[src/rtl/ecg_ram_ctrl.sv]
// ECG capture buffer controller: circular 1024-sample write pointer, freeze-for-display FSM
// and oldest-first read addressing. Optional input decimation is enabled by ECG_DECIM_EN.
module ecg_ram_ctrl #(
  parameter int unsigned DECIM = 4
) (
  input  logic       clk,
  input  logic       rst,
  input  logic       sample_valid,
  input  logic [9:0] sample_data,
  input  logic       freeze,
  input  logic       rd_req,
  input  logic [9:0] rd_col,
  output logic       ram_we,
  output logic [9:0] ram_addr_in,
  output logic [9:0] ram_din,
  output logic [9:0] ram_addr_out,
  input  logic [9:0] ram_dout,
  output logic       rd_valid,
  output logic [9:0] rd_data,
  output logic       buf_full,
  output logic       frozen
);

  typedef enum logic [1:0] {
    FILL,
    RUN,
    FROZEN
  } state_t;

  state_t     state, state_nxt;
  logic [9:0] wr_ptr;
  logic       full_q;
  logic       accept;
  logic       wr_en;
  logic [9:0] rd_base;
  logic       rd_valid_q;
  logic       byp_hit_q;
  logic [9:0] byp_data_q;

  if (DECIM < 2 || DECIM > 16) begin : g_decim_range
    $error("ecg_ram_ctrl: DECIM must be in 2..16");
  end

  // freeze wins over a same-cycle sample; nothing is accepted while FROZEN or in reset
  assign accept = sample_valid && !rst && !freeze && (state != FROZEN);

`ifdef ECG_DECIM_EN
  logic [3:0] dec_cnt;
  logic       dec_hit;

  assign dec_hit = (dec_cnt == 4'(DECIM - 1));
  assign wr_en   = accept && dec_hit;

  always_ff @(posedge clk) begin
    if (rst) begin
      dec_cnt <= '0;
    end else if (accept) begin
      dec_cnt <= dec_hit ? '0 : dec_cnt + 4'd1;
    end
  end
`else
  assign wr_en = accept;
`endif

  always_comb begin
    state_nxt = state;
    case (state)
      FILL: begin
        if (freeze)
          state_nxt = FROZEN;
        else if (wr_en && wr_ptr == '1)
          state_nxt = RUN;
      end
      RUN: begin
        if (freeze)
          state_nxt = FROZEN;
      end
      FROZEN: begin
        if (!freeze)
          state_nxt = full_q ? RUN : FILL;
      end
      default: state_nxt = FILL;
    endcase
  end

  always_ff @(posedge clk) begin
    if (rst) begin
      state      <= FILL;
      wr_ptr     <= '0;
      full_q     <= 1'b0;
      rd_valid_q <= 1'b0;
      byp_hit_q  <= 1'b0;
      byp_data_q <= '0;
    end else begin
      state      <= state_nxt;
      if (wr_en)
        wr_ptr <= wr_ptr + 10'd1;
      if (state == FILL && wr_en && wr_ptr == '1)
        full_q <= 1'b1;
      rd_valid_q <= rd_req;
      // The RAM's read-during-write behaviour is unknown, so a colliding read takes the new data here
      byp_hit_q  <= rd_req && wr_en && (ram_addr_out == wr_ptr);
      byp_data_q <= sample_data;
    end
  end

  assign rd_base      = (state == FILL) ? '0 : wr_ptr;
  assign ram_we       = wr_en;
  assign ram_addr_in  = wr_ptr;
  assign ram_din      = sample_data;
  assign ram_addr_out = rd_base + rd_col;
  assign rd_valid     = rd_valid_q;
  assign rd_data      = rd_valid_q ? (byp_hit_q ? byp_data_q : ram_dout) : '0;
  assign buf_full     = full_q;
  assign frozen       = (state == FROZEN);

endmodule

[config.mk]
export PLATFORM = sky130hd
export DESIGN_NAME = ecg_ram_ctrl
export DESIGN_NICKNAME = d
export VERILOG_FILES = /design/src/rtl/ecg_ram_ctrl.sv
export SDC_FILE = /design/constraint.sdc
export NUM_CORES = 1
export LEC_CHECK = 0
export ABC_AREA = 1
export BUFFER_PORTS_ARGS = -buffer_cell sky130_fd_sc_hd__buf_4
export CORE_UTILIZATION = 54
export CTS_BUF_LIST = sky130_fd_sc_hd__clkbuf_8
export DETAILED_ROUTE_END_ITERATION = 10
export GPL_ROUTABILITY_DRIVEN = 0
export PLACE_DENSITY = 0.95
export SETUP_SLACK_MARGIN = 0.5
export SLEW_MARGIN = 10
export SYNTH_ARGS = -nofsm -noshare
export SYNTH_HDL_FRONTEND = slang
export SYNTH_SLANG_ARGS = --single-unit
[constraint.sdc]
create_clock -name clk -period 5.98 [get_ports clk]
set_clock_uncertainty 0.15 [all_clocks]
set_input_delay 0.897 -clock clk [delete_from_list [all_inputs] [get_ports clk]]
set_output_delay 0.897 -clock clk [all_outputs]
set_load 0.05 [all_outputs]
==> results of run 1 <==
[per-stage QoR]
stage	setup slack (ns)	area (um2)
after floorplan	2.32	1890
after global placement	2.54	2450
after detailed placement	2.51	2450
after CTS	2.34	2490
after global routing	2.13	2490
final	2.32	2490
[cells by family (layout without fill, tap and decap cells)]
family | after synthesis | after routing | synth area share, %
AOI/OAI and AO/OA | 34 | 34 | 9.64
xor gates and xnor gates | 3 | 3 | 2.18
adders and majority gates | 11 | 11 | 7.66
buffers and inverters | 63 | 132 | 14.5
DFF | 25 | 25 | 26.4
and+or+nand+nor | 170 | 170 | 39.6
[cells in the mapped netlist]
cell and instances:
o21ai_0 15, nand4_1 1, nand3_2 2, xor2_1 2, dfxtp_1 25, inv_1 46, nor3_1 5, nor3_2 1
nor2_1 60, ha_1 10, nor2_4 2, nand2_4 1, clkbuf_1 1, nor2_2 3, xor3_1 1, buf_1 1
a211oi_1 2, a21boi_1 1, fa_1 1, buf_2 1, inv_2 2, clkinv_1 2, buf_4 10, nand2_1 56
nand3b_1 2, a21o_1 1, a21oi_1 14, nand3_1 37, o21a_1 1
[layout make-up]
class	count	share of cell area (%)
multi-input combinational	218	44.8
timing repair buffer	78	23.5
inverter	50	7.52
clock inverter	1	0.150
tap	46	2.31
sequential	25	20.1
clock buffer	3	1.65
[path summary, 6_finish.rpt]
kind                            slack, ns     start              end  cells after the start
worst min-delay path                 0.33  buf_full         buf_full                      2
worst max-delay path                 2.32  state[0]  ram_addr_out[8]                     11
worst min register to register       0.33  buf_full         buf_full                      2
worst max register to register       3.28  state[0]        byp_hit_q                     14
[state kept, by name (all words and copies together), names as in the netlist]
register and flops:
buf_full 1, byp_data_q 10, byp_hit_q 1, ram_addr_in 10, rd_valid 1, state 2
[power breakdown]
| part | internal [mW] | total [mW] | switching (mW) | leakage [nW] |
|---|---|---|---|---|
| clock | 0.0459 | 0.0964 | 0.0505 | 0.0269 |
| combinational | 0.0420 | 0.118 | 0.0763 | 1.15 |
| sequential | 0.171 | 0.174 | 0.00317 | 0.205 |
| total | 0.259 | 0.389 | 0.130 | 1.38 |
[routing by layer]
layer  global-route usage [%]  routed length, um  vias to the layer above
met4                     4.87                 65                        0
met5                        0                  0                        -
li1                         -                  -                     1095
met3                     3.78                198                        7
met2                     46.0               2450                       70
met1                     29.4               1960                      952
[worst max-delay path: cells and delay by family, from the launching register on]
kind | cells | cell delay [ns]
adders and majority gates | 2 | 0.66
buffers and inverters | 1 | 0.18
DFF | 1 | 0.37
and+or+nand+nor | 8 | 1.13
==> impl_results.md, run 1 <==
- Outcome: complete, no violations
- Setup violations, final: 0
- Max Cap Violations: 0
- #FFs+latches synth: 25
- CP max stage cell: nor2_2
- Seq/Total Area, Yosys: 26.4%
- Critical-path cell list: nor2_2 > nor2_1 > ha_1 > fa_1 > nand2_1 > nand2_1 > nand3_1 > nand2_1 > nand2_1 > nand2_1 > buf_4
- Synth Area per Inst: 6.19 um2
- Slew Viols, Final: 0
- Setup crit end kind: output port
- Antenna violations before repair: 0
- Crit-path max FO: 10
- Core ar.: 3340 um2
- Die area: 3750 um2
- Port-buffer cells: 78
- Fillcell total: 284
- Vias in the first global route: 1,696
- Vias: 2,124
- Cts repair resizes: 0
- Vias per std cell: 5.05
- Commonest non-fill, non-tap cell in the layout: buf_4
- Tmin final: 3.66 ns
- Leakage: 1.38 nW
- CTS tree: done
- Max Fclk: 273 MHz
- Final hold viol count: 0
- WS Path Type: reg2out
- Avg WL per Cell: 11.1 um
- First-pass DRT Iterations: 5
- Post-layout util: 74.8%
- Clk pin slew, worst setup/hold paths: 0.08 ns
- Fin cells: 421
- # Post-CTS Setup Buffers: 0
- Slowest stage delay, CP: 0.42 ns
- Clock Sink Count: 25
- Initial Util: 56.8%
- Remaining antenna violation count after routing: 0
- Peak supply drop: 148 uV
- CP arrival: 2.61 ns
- Global router's overall resource usage: 24.5%
- Global route overflow: 0
- First-iteration detailed-routing DRC count: 87
- Synthesis-to-layout area growth: 31.7%
- Largest net degree at the start of global routing: 21
- Die width: 61.2 um
- Hold_buf cts: 0
- Area of the multi-input gates: 1120 um2
- H-tree depth: 1
- Count of cell types in the netlist: 29
- Slew @ Worst Pin: 0.483 ns
- Yosys Warn Count: 0
- CP Data Required Time: 4.93 ns
- Slew margin rel.: 67.8%
- Storage cell area: 500 um2
- Final nets: 422
- Syn nets: 352
- CTS max path bufs: 2
- Die Ht: 61.2 um
- Share of layout cells above drive strength 1: 24.5%
- Yosys top cell area share: 26.4%
- CP Launch Type: flip-flop
- Gate Count Post-Synth: 306
- Pwr/cell area: 156 nW/um2
- Worst-Skew Late Latency: 0.26 ns
- Site Rows: 21
- Setup TNS: 0 ns
- Synth area leaders: dfxtp_1 26%, nor2_1 12%, nand2_1 11%
- Unrepaired setup endpoints after global routing: no
- Worst Hold Class: reg2reg
- # diodes: 0
- Cell count after placement: 417
- CTS Buf Count: 3
- Worst hold slack: 0.327 ns
- Dpl hpwl: 3.77 mm
- First-pass GRT wire length: 6.96 mm
- Tcrit/Tclk final: 61.2%
- Total power: 0.389 mW
- Top cell type by total area after synthesis: dfxtp_1
- # DRC: 0
- Total Wirelength: 4.68 mm
- CP dominant cell by count: nand2_1
- Synth Cell Area: 1890 um2
- Root Driver: clkbuf_8
- Most frequent cells in the layout: 78 x buf_4, 60 x nor2_1, 56 x nand2_1
- I/O pin cnt: 79
Power figures use the tool's default switching activity.
==> run 2: changes to the inputs <==
--- a/config.mk
+++ b/config.mk
@@ -7,11 +7,11 @@
 export LEC_CHECK = 0
 export ABC_AREA = 1
 export BUFFER_PORTS_ARGS = -buffer_cell sky130_fd_sc_hd__buf_4
-export CORE_UTILIZATION = 54
+export CORE_UTILIZATION = 45
 export CTS_BUF_LIST = sky130_fd_sc_hd__clkbuf_8
 export DETAILED_ROUTE_END_ITERATION = 10
 export GPL_ROUTABILITY_DRIVEN = 0
-export PLACE_DENSITY = 0.95
+export PLACE_DENSITY = 0.89
 export SETUP_SLACK_MARGIN = 0.5
 export SLEW_MARGIN = 10
 export SYNTH_ARGS = -nofsm -noshare
==> constraint.sdc (replaced) <==
create_clock -name clk -period 3 [get_ports clk]
set_clock_uncertainty 0.15 [all_clocks]
set_input_delay 0.45 -clock clk [delete_from_list [all_inputs] [get_ports clk]]
set_output_delay 0.45 -clock clk [all_outputs]
set_load 0.05 [all_outputs]
==> impl_results.md, run 2 (synthesis results as in run 1) <==
- Unrepaired setup endpoints after global routing: yes
- Max Cap Violations: 0 (unchanged)
- Slew @ Worst Pin: 0.347 ns (-0.136 ns)
- CTS max path bufs: 2 (unchanged)
- Clock Sink Count: 25 (unchanged)
- Core ar.: 4030 um2 (+21%)
- Storage cell area: 522 um2 (+4.2%)
- Max layer used: met4
- Avg WL per Cell: 16.3 um (+46%)
- Die Ht: 66.9 um (+9.2%)
- Global route overflow: 0 (unchanged)
- Fin cells: 458 (+8.8%)
- Met3 routed WL: 621 um (+210%)
- First-iteration detailed-routing DRC count: 207 (+140%)
- CTS Buf Count: 3 (unchanged)
- # diodes: 0 (unchanged)
- First-pass GRT wire length: 8.78 mm (+26%)
- Wire length on met1: 2.53 mm (+29%)
- Max Fclk: 352 MHz
- Vias per std cell: 5.71 (+13%)
- CP Launch Type: flip-flop
- Peak supply drop: 289 uV (+96%)
- Commonest non-fill, non-tap cell in the layout: buf_4
- Setup ws final: 0.155 ns (-2.16 ns)
- Die area: 4470 um2 (+19%)
- Vias in the first global route: 2,011 (+19%)
- Hold Path Origin: sample_data[6]
- Met2 wire len: 3.66 mm (+49%)
- Worst hold slack: 0.228 ns (-0.0990 ns)
- Slew Viols, Final: 0 (unchanged)
- Final nets: 455 (+7.8%)
- Remaining antenna violation count after routing: 0 (unchanged)
- Synthesis-to-layout area growth: 68.8%
- Worst-Skew Late Latency: 0.28 ns (+0.02 ns)
- FF-to-FF End: byp_hit_q
- Final hold viol count: 0 (unchanged)
- Slew margin rel.: 76.9% (+9.1 points)
- Leakage: 1.62 nW (+17%)
- Cell count after placement: 421 (+0.96%)
- Clk pin slew, worst setup/hold paths: 0.09 ns (about the same)
- Site Rows: 23 (+9.5%)
- Total Wirelength: 7.46 mm (+59%)
- Post-layout util: 79.4% (+4.6 points)
- Share of layout cells above drive strength 1: 49.0% (+24 points)
- CP arrival: 2.91 ns (+0.30 ns)
- Setup TNS: 0 ns (unchanged)
- Vias: 2,614 (+23%)
- Critical R2R Launch: state[1]
- Setup violations, final: 0 (unchanged)
- Worst Hold Class: in2reg
- Outcome: complete, no violations
- # DRC: 0 (unchanged)
- WS Path Type: reg2reg
- Dpl hpwl: 3.82 mm (+1.1%)
- Global router's overall resource usage: 25.6% (+1.1 points)
- Largest net degree at the start of global routing: 21 (unchanged)
- Pwr/cell area: 269 nW/um2 (+72%)
- Setup crit end kind: flip-flop
- Port-buffer cells: 78 (unchanged)
- Antenna violations before repair: 0 (unchanged)
- Reg2reg path depth: 19 (+5)
- First-pass DRT Iterations: 7 (+2)
- R2r setup slk: 0.16 ns (-3.12 ns)
- Crit-path max FO: 8 (-2)
- I/O pin cnt: 79 (unchanged)
- H-tree depth: 1 (unchanged)
- Initial Util: 47.0% (-9.7 points)
- Pre-CTS WS: 0.324 ns (-2.18 ns)
- CTS tree: done
- Area of the multi-input gates: 1470 um2 (+31%)
- Root Driver: clkbuf_8
- CP Data Required Time: 3.07 ns (-1.86 ns)
- Die width: 66.9 um (+9.2%)
- Worst Hold End: byp_data_q[6]
- Fillcell total: 266 (-6.3%)
- Most frequent cells in the layout: 99 x buf_4, 49 x nor2_1, 42 x inv_1
- Worst Hold Depth: 3 (+1)
- Tmin final: 2.84 ns
- Tcrit/Tclk final: 94.8%
## run 2: changes by cell type in the layout (fill, tap and decap cells not counted), moves of 7 or more
| cell | delta |
|---|---|
| nand2_2 | +16 |
| ha_1 | -8 |
| buf_4 | +21 |
| nand2_1 | -25 |
| dfxtp_1 | -11 |
| dfxtp_2 | +8 |
| nor2_1 | -11 |
| nand3_1 | -7 |
| nand2_4 | +9 |
| nor2_2 | +9 |
| ha_4 | +7 |
## run 2: how the worst max path moves through the flow
stage | startpoint | to | slack, ns | cells past startpoint
2_1_floorplan | ram_addr_in[0] | ram_addr_out[6] | 0.50 | 9
3_3_place_gp | state[1] | ram_addr_out[6] | 0.39 | 10
3_5_place_dp | state[0] | ram_addr_out[6] | 0.32 | 10
4_1_cts | state[0] | ram_addr_out[6] | 0.25 | 10
5_1_grt | state[1] | ram_addr_out[7] | 0.12 | 10
6_report | state[1] | byp_hit_q | 0.16 | 19
## run 2: through the flow
step	power, mW	area [um2]
3_3_place_gp	0.590	2500
2_1_floorplan	0.518	1940
4_1_cts	0.813	2840
3_5_place_dp	0.594	2500
6_report	0.860	3200
5_1_grt	0.888	3200
## run 2: final cells by class
type | instances | area share (%)
repair buffers | 111 | 28.3
multi-input cells | 218 | 45.9
clock buffers | 3 | 1.29
clock inverters | 1 | 0.235
inverters | 50 | 5.99
flip-flops and latches | 25 | 16.3
well taps | 50 | 1.96
## run 2: critical path: stages, from the launching register on
cell     delay (ns)
dfxtp_4        0.37
nor2_4         0.12
buf_12         0.15
nor2_2         0.06
ha_4           0.27
buf_4          0.10
buf_6          0.11
nand2_4        0.06
nand2_4        0.09
buf_4          0.13
nand3_1        0.10
nand2_2        0.14
buf_4          0.12
buf_4          0.10
nor2_1         0.03
nor2_1         0.18
nand2_1        0.12
nor2_1         0.14
nand3_1        0.12
nor2_2         0.11
## run 2: timing repair
item                                   4_1_cts  5_1_grt
hold buffers                                 0        0
gates cloned                                 0        0
setup buffers                               20       13
setup endpoints to repair                    9       10
endpoints found under the hold margin        0        0
resized for setup                           37       60
pin swaps                                   17       26
## run 2: power by group
group          switching [mW]  total, mW  internal, mW  leakage [nW]
combinational           0.186      0.309         0.123          1.38
sequential            0.00652      0.346         0.340         0.211
clock                   0.110      0.205        0.0943        0.0217
## run 2: per-layer routing
layer	vias to the layer above	track usage, %
met5	-	0
met4	0	7.18
met1	1174	29.8
met3	81	3.60
met2	194	47.7
li1	1165	-
==> run 3: changes to the inputs <==
--- a/config.mk
+++ b/config.mk
@@ -7,6 +7,7 @@
 export LEC_CHECK = 0
 export ABC_AREA = 1
 export BUFFER_PORTS_ARGS = -buffer_cell sky130_fd_sc_hd__buf_4
+export CORE_MARGIN = 10
 export CORE_UTILIZATION = 45
 export CTS_BUF_LIST = sky130_fd_sc_hd__clkbuf_8
 export DETAILED_ROUTE_END_ITERATION = 10
==> impl_results.md, run 3 (synthesis results as in run 1) <==
- First-pass DRT Iterations: 6 (-1)
- Tmin final: 2.91 ns (+0.0613 ns)
- Site Rows: 23 (unchanged)
- Slowest stage delay, CP: 0.37 ns (about the same)
- CP arrival: 2.31 ns (-0.60 ns)
- Slew @ Worst Pin: 0.338 ns (-0.00822 ns)
- Slew Viols, Final: 0 (unchanged)
- CP max stage cell: dfxtp_4
- Total Wirelength: 8.17 mm (+9.5%)
- Crit path buf inv count: 2 (-4)
- Worst-Skew Late Latency: 0.27 ns (about the same)
- Max Fclk: 344 MHz (-2.1%)
- Dpl hpwl: 4.53 mm (+19%)
- Remaining antenna violation count after routing: 0 (unchanged)
- Fillcell total: 246 (-7.5%)
- Initial Util: 47.0% (unchanged)
- Worst Hold End: byp_data_q[9]
- Post-DP Area: 2500 um2 (unchanged)
- Final Cell Area: 3280 um2 (+2.6%)
- Tcrit/Tclk final: 96.9% (+2.0 points)
- Reg2reg path depth: 19 (unchanged)
- Peak supply drop: 291 uV (+0.63%)
- Commonest non-fill, non-tap cell in the layout: buf_4
- # DRC: 0 (unchanged)
- WS Path Type: reg2out
- Levels on crit path: 11 (-8)
- CTS tree: done
- CTS max path bufs: 2 (unchanged)
- Critical R2R Launch: state[1]
- Critical-path cell list: nor2_4 > nor2_1 > ha_4 > nand2_1 > nor2_1 > nand3_1 > nand2_1 > nand2_2 > nand2_2 > clkinvlp_4 > buf_6
- Share of power burned in registers: 40.4% (about the same)
- Max Cap Violations: 0 (unchanged)
- Clock Sink Count: 25 (unchanged)
- Final nets: 457 (+0.44%)
- Hold Path Origin: sample_data[9]
- Crit-path max FO: 7 (-1)
- Worst Hold Depth: 3 (unchanged)
- GRT busiest layer: met2
- Clock Power Share: 22.8% (-1.0 points)
- CP Data Required Time: 2.40 ns (-0.67 ns)
- Met3 usage: 4.49% (+0.90 points)
- FF-to-FF End: byp_hit_q
- Slew margin rel.: 77.4% (+0.55 points)
- Die area: 7200 um2 (+61%)
- Storage cell area: 522 um2 (unchanged)
- Pre-CTS WS: 0.334 ns (+0.00979 ns)
- First-iteration detailed-routing DRC count: 143 (-31%)
- Vias in the first global route: 2,314 (+15%)
- Setup TNS: 0 ns (unchanged)
- Worst Hold Class: in2reg
- Vias: 2,546 (-2.6%)
- CP Launch Type: flip-flop
- Avg WL per Cell: 17.8 um (+9.1%)
- Global-route track usage on met2: 33.1% (-15 points)
- Area of the multi-input gates: 1510 um2 (+2.9%)
- Vias per std cell: 5.53 (-3.0%)
- Sw frac: 35.1% (-0.13 points)
- Setup ws final: 0.0942 ns (-0.0613 ns)
- Port-buffer cells: 78 (unchanged)
- Die Ht: 84.9 um (+27%)
- Pwr/cell area: 262 nW/um2 (-2.6%)
- Root Driver: clkbuf_8
- Final hold viol count: 0 (unchanged)
- Share of layout cells above drive strength 1: 49.8% (+0.74 points)
- Clk pin slew, worst setup/hold paths: 0.09 ns (about the same)
- I/O pin cnt: 79 (unchanged)
- R2r setup slk: 0.28 ns (+0.12 ns)
- H-tree depth: 1 (unchanged)
- First-pass GRT wire length: 10.8 mm (+23%)
- Outcome: complete, no violations
- Most frequent cells in the layout: 93 x buf_4, 50 x nor2_1, 43 x inv_1
- P_sw: 0.302 mW (-0.43%)
- Unrepaired setup endpoints after global routing: yes
- Global router's overall resource usage: 17.5% (-8.1 points)
- Global route overflow: 0 (unchanged)
- # diodes: 0 (unchanged)
- Setup violations, final: 0 (unchanged)
- Combinational share of power: 36.8% (+0.8 points)
- Antenna violations before repair: 0 (unchanged)
- Largest net degree at the start of global routing: 21 (unchanged)
- Synthesis-to-layout area growth: 73.2%
- Hold_buf cts: 0 (unchanged)
- Leakage: 1.66 nW (+2.6%)
- Core ar.: 4030 um2 (unchanged)
- Pint: 0.557 mW (+0.13%)
- CTS Buf Count: 3 (unchanged)
- Setup crit end kind: output port
- Die width: 84.9 um (+27%)
- Met1 usage: 18.3% (-11 points)
- Cell family contributing the most delay on the critical path: simple AND/OR/NAND/NOR gates
-- run 3: cell types whose count changed in the layout (fill, tap and decap cells not counted), sizes merged --
cell / previous run / this run
clkinvlp: 2 / 1
inv: 47 / 48
buf: 111 / 113
-- run 3: metal layers --
layer / wire length (um) / up-vias
li1: - / 1165
met2: 4230 / 162
met4: 589 / 0
met1: 2700 / 1157
met5: 0 / -
met3: 644 / 62
-- run 3: worst register-to-register path: cells and delay by family, from the launching register on --
kind	cells	cell delay, ns
adder cells (fa/ha/maj)	1	0.29
flip-flops	1	0.37
AND/OR/NAND/NOR	12	1.15
buffers and inverters	6	0.71
-- run 3: power groups by stage --
stage	Sequential (mW)	Clock [mW]	Combinational, mW
detailed placement	0.355	0	0.241
global route	0.348	0.209	0.332
floorplan	0.361	0	0.157
finish	0.347	0.196	0.316
CTS	0.347	0.193	0.275
global placement	0.355	0	0.239
-- run 3: what timing repair did --
action / CTS / global route
setup buffers: 27 / 8
gates resized for setup: 57 / 61
pin swaps: 25 / 42
endpoints found under the setup margin: 9 / 10
-- run 3: layout make-up --
class                   instances  area share, %
clock buffers                   3           1.26
clock inverters                 1          0.114
inverters                      50           5.99
multi-input cells             218           46.0
flip-flops and latches         25           15.9
well taps                      50           1.91
repair buffers                113           28.8
-- run 3: worst max path at each step --
stage	startpoint	endpoint
6_report	state[1]	ram_addr_out[7]
5_1_grt	state[1]	ram_addr_out[7]
4_1_cts	state[0]	ram_addr_out[8]
3_5_place_dp	state[0]	ram_addr_out[6]
3_3_place_gp	state[1]	ram_addr_out[6]
2_1_floorplan	ram_addr_in[0]	ram_addr_out[6]
-- run 3: through the flow --
step	instances	hold slack, ns	util, %	power [mW]
2_1_floorplan	306	0.366	-	0.518
3_3_place_gp	421	0.309	62.1	0.593
3_5_place_dp	421	0.317	62.1	0.597
4_1_cts	452	0.242	73.8	0.814
5_1_grt	460	0.240	81.5	0.888
6_report	460	0.234	81.5	0.859
